===== config.mk =====
export PLATFORM = sky130hd
export DESIGN_NAME = time_counter_flat
export DESIGN_NICKNAME = d
export VERILOG_FILES = /design/src/rtl/time_counter_if.sv /design/src/rtl/time_counter.sv /design/src/flat_wrapper.sv
export SDC_FILE = /design/constraint.sdc
export NUM_CORES = 1
export LEC_CHECK = 0
export CAP_MARGIN = 5
export CORE_AREA = 2 2 103 115
export CTS_CLUSTER_SIZE = 8
export DETAILED_ROUTE_END_ITERATION = 8
export DIE_AREA = 0 0 105 117
export GPL_TIMING_DRIVEN = 1
export PLACE_DENSITY_LB_ADDON = 0.12
export SLEW_MARGIN = 10
export SYNTH_ARGS = -nofsm -noshare
export SYNTH_HDL_FRONTEND = slang
export SYNTH_SLANG_ARGS = --single-unit

===== constraint.sdc =====
create_clock -name Clk -period 6.2 [get_ports Clk]
set_clock_uncertainty 0.05 [all_clocks]
set_input_delay 1.24 -clock Clk [delete_from_list [all_inputs] [get_ports Clk]]
set_output_delay 1.24 -clock Clk [all_outputs]
set_load 0.005 [all_outputs]

===== src/rtl/time_counter_if.sv =====
// Time-of-day counter bus: run/adjust controls in,
// BCD time and day-carry pulse out.
interface time_counter_if;
   logic        run;
   logic [2:0]  cnt_inc;
   logic [2:0]  cnt_dec;
   logic        full_flag;
   logic [23:0] Data;

   modport master (
      output run,
      output cnt_inc,
      output cnt_dec,
      input  full_flag,
      input  Data
   );

   modport slave (
      input  run,
      input  cnt_inc,
      input  cnt_dec,
      output full_flag,
      output Data
   );
endinterface


===== src/rtl/time_counter.sv =====
// BCD hh:mm:ss time-of-day counter with a one-second
// prescaler, per-field adjust and a day-carry pulse.
// Ports: Clk, Reset (async, active high),
//   bus.run        time advances when 1
//   bus.cnt_inc    edge-detected +1 (b0 s, b1 m, b2 h)
//   bus.cnt_dec    edge-detected -1, same mapping
//   bus.full_flag  one-cycle 23:59:59 -> 00:00:00 pulse
//   bus.Data       {hh, mm, ss} BCD, registered
module time_counter #(
   parameter int TICK_DIV = 50_000_000
) (
   input  logic          Clk,
   input  logic          Reset,
   time_counter_if.slave bus
);

   localparam int PW = $clog2(TICK_DIV);
   localparam logic [PW-1:0] LAST = PW'(TICK_DIV - 1);
   localparam logic [23:0] DAY_END = 24'h235959;
   localparam logic [7:0] SM_TOP = 8'h59;
   localparam logic [7:0] H_TOP = 8'h23;

   logic [PW-1:0] pre_q;
   logic [PW-1:0] pre_d;

   logic [2:0] inc_q;
   logic [2:0] dec_q;
   logic [2:0] inc_e;
   logic [2:0] dec_e;
   logic [2:0] up;
   logic [2:0] dn;

   logic adj;
   logic sec_adj;
   logic tick;

   logic [7:0] hh_q;
   logic [7:0] mm_q;
   logic [7:0] ss_q;
   logic [7:0] hh_d;
   logic [7:0] mm_d;
   logic [7:0] ss_d;

   logic full_q;
   logic full_d;

   function automatic logic [7:0] bcd_up(
      input logic [7:0] v,
      input logic [7:0] top
   );
      logic [7:0] r;
      if (v == top)
         r = 8'h00;
      else if (v[3:0] == 4'd9)
         r = {v[7:4] + 4'd1, 4'd0};
      else
         r = {v[7:4], v[3:0] + 4'd1};
      return r;
   endfunction

   function automatic logic [7:0] bcd_dn(
      input logic [7:0] v,
      input logic [7:0] top
   );
      logic [7:0] r;
      if (v == 8'h00)
         r = top;
      else if (v[3:0] == 4'd0)
         r = {v[7:4] - 4'd1, 4'd9};
      else
         r = {v[7:4], v[3:0] - 4'd1};
      return r;
   endfunction

   // Adjusts wrap inside one field; carries never
   // propagate to the neighbouring field.
   function automatic logic [7:0] fld_adj(
      input logic [7:0] v,
      input logic       u,
      input logic       d,
      input logic [7:0] top
   );
      logic [7:0] r;
      r = v;
      unique case (1'b1)
         u:       r = bcd_up(v, top);
         d:       r = bcd_dn(v, top);
         default: r = v;
      endcase
      return r;
   endfunction

   // Edge detect; inc and dec on the same field cancel.
   always_comb begin
      inc_e   = bus.cnt_inc & ~inc_q;
      dec_e   = bus.cnt_dec & ~dec_q;
      up      = inc_e & ~dec_e;
      dn      = dec_e & ~inc_e;
      adj     = |(inc_e | dec_e);
      sec_adj = inc_e[0] | dec_e[0];
      tick    = bus.run && (pre_q == LAST);
   end

   // A seconds adjust restarts the second so the next
   // tick comes a full period later.
   always_comb begin
      pre_d = pre_q;
      if (sec_adj)
         pre_d = '0;
      else if (bus.run)
         pre_d = tick ? '0 : pre_q + PW'(1);
   end

   // Any adjust event swallows a coincident tick.
   always_comb begin
      hh_d   = hh_q;
      mm_d   = mm_q;
      ss_d   = ss_q;
      full_d = 1'b0;
      if (adj) begin
         ss_d = fld_adj(ss_q, up[0], dn[0], SM_TOP);
         mm_d = fld_adj(mm_q, up[1], dn[1], SM_TOP);
         hh_d = fld_adj(hh_q, up[2], dn[2], H_TOP);
      end else if (tick) begin
         ss_d = bcd_up(ss_q, SM_TOP);
         if (ss_q == SM_TOP) begin
            mm_d = bcd_up(mm_q, SM_TOP);
            if (mm_q == SM_TOP)
               hh_d = bcd_up(hh_q, H_TOP);
         end
         full_d = ({hh_q, mm_q, ss_q} == DAY_END);
      end
   end

   // Edge history resets to all-ones so a request held
   // across reset release is not seen as a new edge.
   always_ff @(posedge Clk or posedge Reset) begin
      if (Reset) begin
         pre_q  <= '0;
         inc_q  <= 3'b111;
         dec_q  <= 3'b111;
         hh_q   <= 8'h00;
         mm_q   <= 8'h00;
         ss_q   <= 8'h00;
         full_q <= 1'b0;
      end else begin
         pre_q  <= pre_d;
         inc_q  <= bus.cnt_inc;
         dec_q  <= bus.cnt_dec;
         hh_q   <= hh_d;
         mm_q   <= mm_d;
         ss_q   <= ss_d;
         full_q <= full_d;
      end
   end

   assign bus.Data      = {hh_q, mm_q, ss_q};
   assign bus.full_flag = full_q;

endmodule


===== src/flat_wrapper.sv =====
// flat-port wrapper written by rule: the top's interface ports become plain ports
module time_counter_flat 
#(
   parameter int TICK_DIV = 50_000_000
)
  (Clk, Reset, bus_run, bus_cnt_inc, bus_cnt_dec, bus_full_flag, bus_Data);
  time_counter_if bus_i ();
  input  logic Clk;
  input  logic Reset;
  input wire logic [$bits(bus_i.run)-1:0] bus_run;
  input wire logic [$bits(bus_i.cnt_inc)-1:0] bus_cnt_inc;
  input wire logic [$bits(bus_i.cnt_dec)-1:0] bus_cnt_dec;
  output wire logic [$bits(bus_i.full_flag)-1:0] bus_full_flag;
  output wire logic [$bits(bus_i.Data)-1:0] bus_Data;
  assign bus_i.run = bus_run;
  assign bus_i.cnt_inc = bus_cnt_inc;
  assign bus_i.cnt_dec = bus_cnt_dec;
  assign bus_full_flag = bus_i.full_flag;
  assign bus_Data = bus_i.Data;
  time_counter #(.TICK_DIV(TICK_DIV)) u_core (.Clk(Clk), .Reset(Reset), .bus(bus_i));
endmodule

==> flow_metrics.env, run 1 <==
export IMPL_cts_buffer_depth=2
export IMPL_dr_pass1_iters=5
export IMPL_syn_area_um2=3830
export IMPL_sw_frac_of_total_pct=36.1
export IMPL_synth_area_leaders="dfrtp_1 (33%), ha_1 (8.2%), nor2_1 (5.5%)"
export IMPL_critPathKind="in2reg"
export IMPL_worst_slew_pin_slew_ns=0.750
export IMPL_status="complete, no violations"
export IMPL_routed_wl_mm=9.60
export IMPL_place_hpwl_mm=6.94
export IMPL_diodes=0
export IMPL_startpoint_type="input pin"
export IMPL_via_per_inst=5.45
export IMPL_clkLatencyLatePin_ns=0.33
export IMPL_yosysWarnings=0
export IMPL_p_switching_uw=583
export IMPL_wl_per_cell_um=15.1
export IMPL_synth_net_count=481
export IMPL_cp_max_fo=9
export IMPL_nNetsFinal=515
export IMPL_timing_final_max_slew_violations=0
export IMPL_cts_max_level=3
export IMPL_die_area_um2=12300
export IMPL_num_rows=41
export IMPL_die_height_um=117
export IMPL_clock_sinks=57
export IMPL_gp_congestion=0.841
export IMPL_grt_setup_unrepaired="no"
export IMPL_crit_required_ns=6.40
export IMPL_synth_top_cell_area_share_pct=33.4
export IMPL_avgSynthCellArea_um2=8.56
export IMPL_postCtsResizedCells=0
export IMPL_relSlewSlack_pct=50.0
export IMPL_cts_root_buf="clkbuf_16"
export IMPL_vdd_drop_max_mv=0.140
export IMPL_synth_area_leader_cell="dfrtp_1"
export IMPL_holdCritPathClass="reg2reg"
export IMPL_slowest_stage="clkdlybuf4s50_1"
export IMPL_drt_iter0_markers=174
export IMPL_fin_crit_sh_pct=52.6
export IMPL_tritoncts="built"
export IMPL_ys_seq_area_share_pct=37.5
export IMPL_clkSlewWorstSetupHoldPaths_ns=0.05
export IMPL_grt_pass1_vias=3278
export IMPL_cap_violations=0
export IMPL_path_cells="clkdlybuf4s50_1, and3b_1, nand4_2, nor3_2, a21oi_1, or2_1, o21ai_1"
export IMPL_post_cts_buffers=0
export IMPL_pwr_share_clk_pct=29.1
export IMPL_internal_power_mw=1.03
export IMPL_ios=34
export IMPL_setup_violations=0
export IMPL_start_util_pct=34.2
export IMPL_hold_violations=0
export IMPL_drive_above_1_share_pct=5.56
export IMPL_coreArea_um2=11200
export IMPL_antenna_found_initial=0
export IMPL_cp_arrival_ns=3.46
export IMPL_grt_use_total_pct=16.8
export IMPL_combPwrFrac_pct=36.1
export IMPL_power_density_nw_per_um2=352
export IMPL_port_buffers=33
export IMPL_max_freq_mhz=307
export IMPL_p_leak_nw=1.84
export IMPL_cts_hold_buf=0
export IMPL_remaining_drc_errors=0
export IMPL_tns_ns=0
export IMPL_period_minus_slack_ns=3.26
export IMPL_cts_buffers=9
export IMPL_cpPeakStageDelay_ns=0.65
export IMPL_ys_async_sr_fraction_pct=100
export IMPL_drtAntennaViolNets=0
export IMPL_netlist_instances=447
export IMPL_grt_pass1_wl_mm=16.3
export IMPL_gr_total_overflow=0
export IMPL_synth_edff_count=0
export IMPL_dominantRegCellSynth="dfrtp_1"
export IMPL_synth_seq_cells=57
export IMPL_vias=3465
export IMPL_area_growth_pct=19.9
export IMPL_synthDistinctLibCells=56
export IMPL_cp_end_kind="register"
export IMPL_final_util_pct=41.0
export IMPL_grt_max_degree=58
export IMPL_die_w_um=105
export IMPL_seqPwrFrac_pct=34.9
## Yosys cell counts, types with 5 or more instances
master and count:
nor2_1 56, dfrtp_1 51, and2_1 5, clkbuf_1 7
ha_1 25, nand2_1 31, nand4_1 17, dfstp_2 6
nor2b_1 9, inv_1 18, and3_1 8, and3b_1 6
and4_1 6, xor2_1 11, a21oi_1 32, a31oi_1 10
o21ai_0 27, nand2b_1 9, xnor2_1 9, nor3_1 18
nand3_1 13, o31ai_1 8
## area by class of cell
| cell class | instances | area, um^2 |
|---|---|---|
| fill | 1173 | 6600 |
| multi-input combinational | 360 | 2280 |
| sequential | 57 | 1430 |
| timing repair buffer | 34 | 338 |
| clock buffer | 16 | 282 |
| tap | 150 | 188 |
| inverter | 19 | 71.3 |
## through the flow
stage | worst slack, ns | total power [mW] | cells | area (um^2) | hold slack (ns)
after floorplan | 3.34 | 0.913 | 447 | 3830 | 0.468
after global placement | 2.65 | 1.14 | 620 | 4310 | 0.491
after detailed placement | 2.59 | 1.15 | 620 | 4310 | 0.511
after CTS | 2.95 | 1.63 | 636 | 4590 | 0.518
after global routing | 2.76 | 1.74 | 636 | 4590 | 0.571
final | 2.94 | 1.61 | 636 | 4590 | 0.520
## path summary, 6_finish.rpt
path | slack [ns] | from | to | cells after the start
setup / recovery | 2.94 | bus_run | u_core.ss_q[6] | 7
hold / removal | 0.52 | u_core.hh_q[7] | u_core.hh_q[7] | 1
setup reg to reg | 3.71 | u_core.hh_q[0] | u_core.hh_q[4] | 7
hold reg to reg | 0.52 | u_core.hh_q[7] | u_core.hh_q[7] | 1
max in group asynchronous | 4.20 | Reset | u_core.pre_q[7] | 3
min in group asynchronous | 1.39 | Reset | u_core.bus.full_flag | 3
## state kept, by name, indices dropped and copies added, names as in the netlist
name and cells:
u_core.dec_q 3, u_core.ss_q 8, u_core.mm_q 8, u_core.inc_q 3, u_core.bus.full_flag 1, u_core.pre_q 26, u_core.hh_q 8
## metal layers
layer,vias to the layer above,part of all wire [%],global-route usage (%)
met5,-,0,0
met4,0,2.9,9.33
met3,23,3.3,2.88
met2,74,47,27.4
met1,1655,47,21.3
li1,1713,-,-
## placed cells by master (no fill, tap or decap), types with 3 or more instances in the layout
cell             netlist  layout
nor2_1                56      56
dfrtp_1               51      51
clkdlybuf4s50_1        0      33
a21oi_1               32      32
nand2_1               31      31
o21ai_0               27      27
ha_1                  25      25
nor3_1                18      18
nand4_1               17      17
inv_1                 18      17
nand3_1               13      13
xor2_1                11      11
a31oi_1               10      10
nand2b_1               9       9
nor2b_1                9       9
xnor2_1                9       9
clkbuf_16              0       9
and3_1                 8       8
o31ai_1                8       8
and4_1                 6       6
and3b_1                6       6
dfstp_2                6       6
and2_1                 5       5
nor4_1                 4       4
or3_1                  4       4
a211oi_1               4       4
o21ai_1                4       4
clkbuf_1               7       4
nor4b_1                3       3
a32oi_1                3       3
o22ai_1                3       3
a22oi_1                3       3
o211ai_1               3       3
clkbuf_8               0       3
## cells by family after synthesis
family	synth area share, %
and+or+nand+nor	28.7
AOI/OAI and AO/OA	18.1
DFF	37.5
buffers and inverters	3.04
adders and majority gates	8.18
xor gates and xnor gates	4.58
## power by group through the flow
| stage | Clock, mW | Sequential [mW] | Combinational [mW] |
|---|---|---|---|
| finish | 0.469 | 0.563 | 0.582 |
| global placement | 0 | 0.564 | 0.580 |
| detailed placement | 0 | 0.564 | 0.582 |
| floorplan | 0 | 0.531 | 0.383 |
| CTS | 0.482 | 0.560 | 0.586 |
| global route | 0.501 | 0.580 | 0.660 |
## critical path: cells and delay by family
| kind | cells | cell delay (ns) |
|---|---|---|
| AOI/OAI and AO/OA | 2 | 0.39 |
| buffers and inverters | 1 | 0.65 |
| and+or+nand+nor | 4 | 1.18 |
(Power assumes the default switching activity.)
==> run 2, diff against run 1 <==
- clock period: 6.2 -> 3 ns (I/O delays scaled with it)
==> run 2 against run 1 <==
- sequential cell count stayed put
- non-clock buffer count grew 7
- via count shrank 0.35%
- utilization increased by 0.83 points
- sequential share of layout area is 0.62 points lower
- sequential power increased by 100%
- die area did not move
- combinational power up 110%
- critical path depth unchanged
- cell area grew 2.0%
- count of clock-buffer cells in the layout fell by 2
- clock power up 130%
- largest cell class unchanged
- largest power group unchanged
==> flow_metrics.env, run 2 (synthesis results as in run 1) <==
export IMPL_vdd_drop_max_mv=0.290
export IMPL_grt_pass1_wl_mm=16.4
export IMPL_grt_setup_unrepaired="no"
export IMPL_timing_final_max_slew_violations=0
export IMPL_seq_area_um2=1430
export IMPL_routed_wl_mm=9.55
export IMPL_grt_use_met2_pct=27.8
export IMPL_cts_buffers=9
export IMPL_top_register="u_core.pre_q"
export IMPL_grt_use_total_pct=16.7
export IMPL_die_height_um=117
export IMPL_met1_usage_pct=21.1
export IMPL_wl_per_cell_um=14.9
export IMPL_place_area_um2=4370
export IMPL_holdCritPathClass="reg2reg"
export IMPL_port_buffers=33
export IMPL_critPathKind="in2reg"
export IMPL_multi_input_area_um2=2280
export IMPL_diodes=0
export IMPL_cp_max_fo=9
export IMPL_tritoncts="built"
export IMPL_drt_iter0_markers=193
export IMPL_cp_end_kind="register"
export IMPL_crit_required_ns=3.14
export IMPL_setup_worst_path_start="bus_run"
export IMPL_path_common_cell="o21ai_0"
export IMPL_tns_ns=0
export IMPL_cp_arrival_ns=2.56
export IMPL_hold_end="u_core.pre_q[1]"
export IMPL_startpoint_type="input pin"
export IMPL_busiest_layer="met2"
export IMPL_design_area_um2=4680
export IMPL_grt_max_degree=58
export IMPL_worst_slack_ns=0.581
export IMPL_setup_violations=0
export IMPL_met3_usage_pct=3.65
export IMPL_antenna_found_initial=0
export IMPL_cts_max_level=3
export IMPL_layout_common_cells="nor2_1 (56), dfrtp_1 (51), clkdlybuf4s50_1 (33)"
export IMPL_gp_congestion=0.890
export IMPL_finalPower_mw=3.44
export IMPL_r2r_end="u_core.hh_q[4]"
export IMPL_cpPeakStageDelay_ns=0.49
export IMPL_start_util_pct=34.2
export IMPL_placedCellCount=627
export IMPL_place_hpwl_mm=6.87
export IMPL_layout_commonest_cell="nor2_1"
export IMPL_largest_reg_flops=26
export IMPL_vias=3453
export IMPL_dr_pass1_iters=4
export IMPL_clkSlewWorstSetupHoldPaths_ns=0.05
export IMPL_period_minus_slack_ns=2.42
export IMPL_cts_buffer_depth=2
export IMPL_nNetsFinal=522
export IMPL_clock_sinks=57
export IMPL_path_cells="clkdlybuf4s50_1, buf_4, clkinv_1, nor4_1, a32oi_1, o21ai_0, o21ai_0"
export IMPL_cts_hold_buf=0
export IMPL_post_cts_buffers=0
export IMPL_worst_r2r_path_depth=7
export IMPL_p_leak_nw=1.90
export IMPL_hold_violations=0
export IMPL_gr_total_overflow=0
export IMPL_via_per_inst=5.37
export IMPL_power_density_nw_per_um2=734
export IMPL_hold_depth=2
export IMPL_worst_slew_pin_slew_ns=0.756
export IMPL_r2r_start="u_core.pre_q[0]"
export IMPL_ios=34
export IMPL_clkLatencyLatePin_ns=0.33
export IMPL_final_cell_count_no_fill=643
export IMPL_dpl_worst_slack_ns=0.230
export IMPL_die_w_um=105
export IMPL_cap_violations=0
export IMPL_status="complete, no violations"
export IMPL_slowest_stage="clkdlybuf4s50_1"
export IMPL_ff2ff_setup_slack_ns=0.59
export IMPL_postCtsResizedCells=0
export IMPL_drtAntennaViolNets=0
export IMPL_die_area_um2=12300
export IMPL_area_growth_pct=22.3
export IMPL_remaining_drc_errors=0
export IMPL_drive_above_1_share_pct=7.30
export IMPL_relSlewSlack_pct=49.5
export IMPL_grt_pass1_vias=3303
export IMPL_fill_cells=1147
export IMPL_coreArea_um2=11200
export IMPL_cts_root_buf="clkbuf_16"
export IMPL_hp_start="u_core.pre_q[1]"
export IMPL_num_rows=41
export IMPL_fin_crit_sh_pct=80.6
export IMPL_max_freq_mhz=413
run 2: changes by cell type in the layout (fill, tap and decap cells not counted), sizes merged:
cell	previous run	this run
clkinv	1	2
clkbuf	16	14
bufinv	0	1
buf	1	8
run 2: how the worst max path moves through the flow:
stage,endpoint,depth (start not counted),slack (ns)
after floorplan,u_core.hh_q[4],7,0.78
after global placement,u_core.mm_q[5],7,0.29
after detailed placement,u_core.mm_q[7],7,0.23
after CTS,u_core.mm_q[7],7,0.59
after global routing,u_core.hh_q[1],8,0.43
final,u_core.mm_q[7],7,0.58
run 2: area by class of cell:
type                            instances  share of cell area (%)
Clock inverter                          2                   0.748
Inverter                               19                    1.52
Multi-Input combinational cell        360                    48.6
Timing Repair Buffer                   41                    8.61
Sequential cell                        57                    30.6
Clock buffer                           14                    5.85
Tap cell                              150                    4.01
run 2: routing by layer:
metal,vias up,wire length (um)
met2,57,4580
met1,1659,4520
met3,10,326
met5,-,0
met4,0,125
li1,1727,-
run 2: worst max-delay path, delay by kind of cell:
kind / cells / cell delay, ns
buffers and inverters: 3 / 0.87
AND/OR/NAND/NOR: 1 / 0.48
AO/OA/AOI/OAI: 3 / 0.61
run 2: metrics by stage:
stage,hold WS (ns),util (%)
after floorplan,0.468,-
after global placement,0.492,39.1
after detailed placement,0.492,39.1
after CTS,0.499,41.9
after global routing,0.521,41.9
final,0.502,41.9
run 2: report_power, final:
group	internal (mW)	total, mW	switching, mW	leakage (nW)
clock network	0.709	1.06	0.352	0.153
logic	0.610	1.23	0.615	1.01
registers	0.907	1.15	0.242	0.742
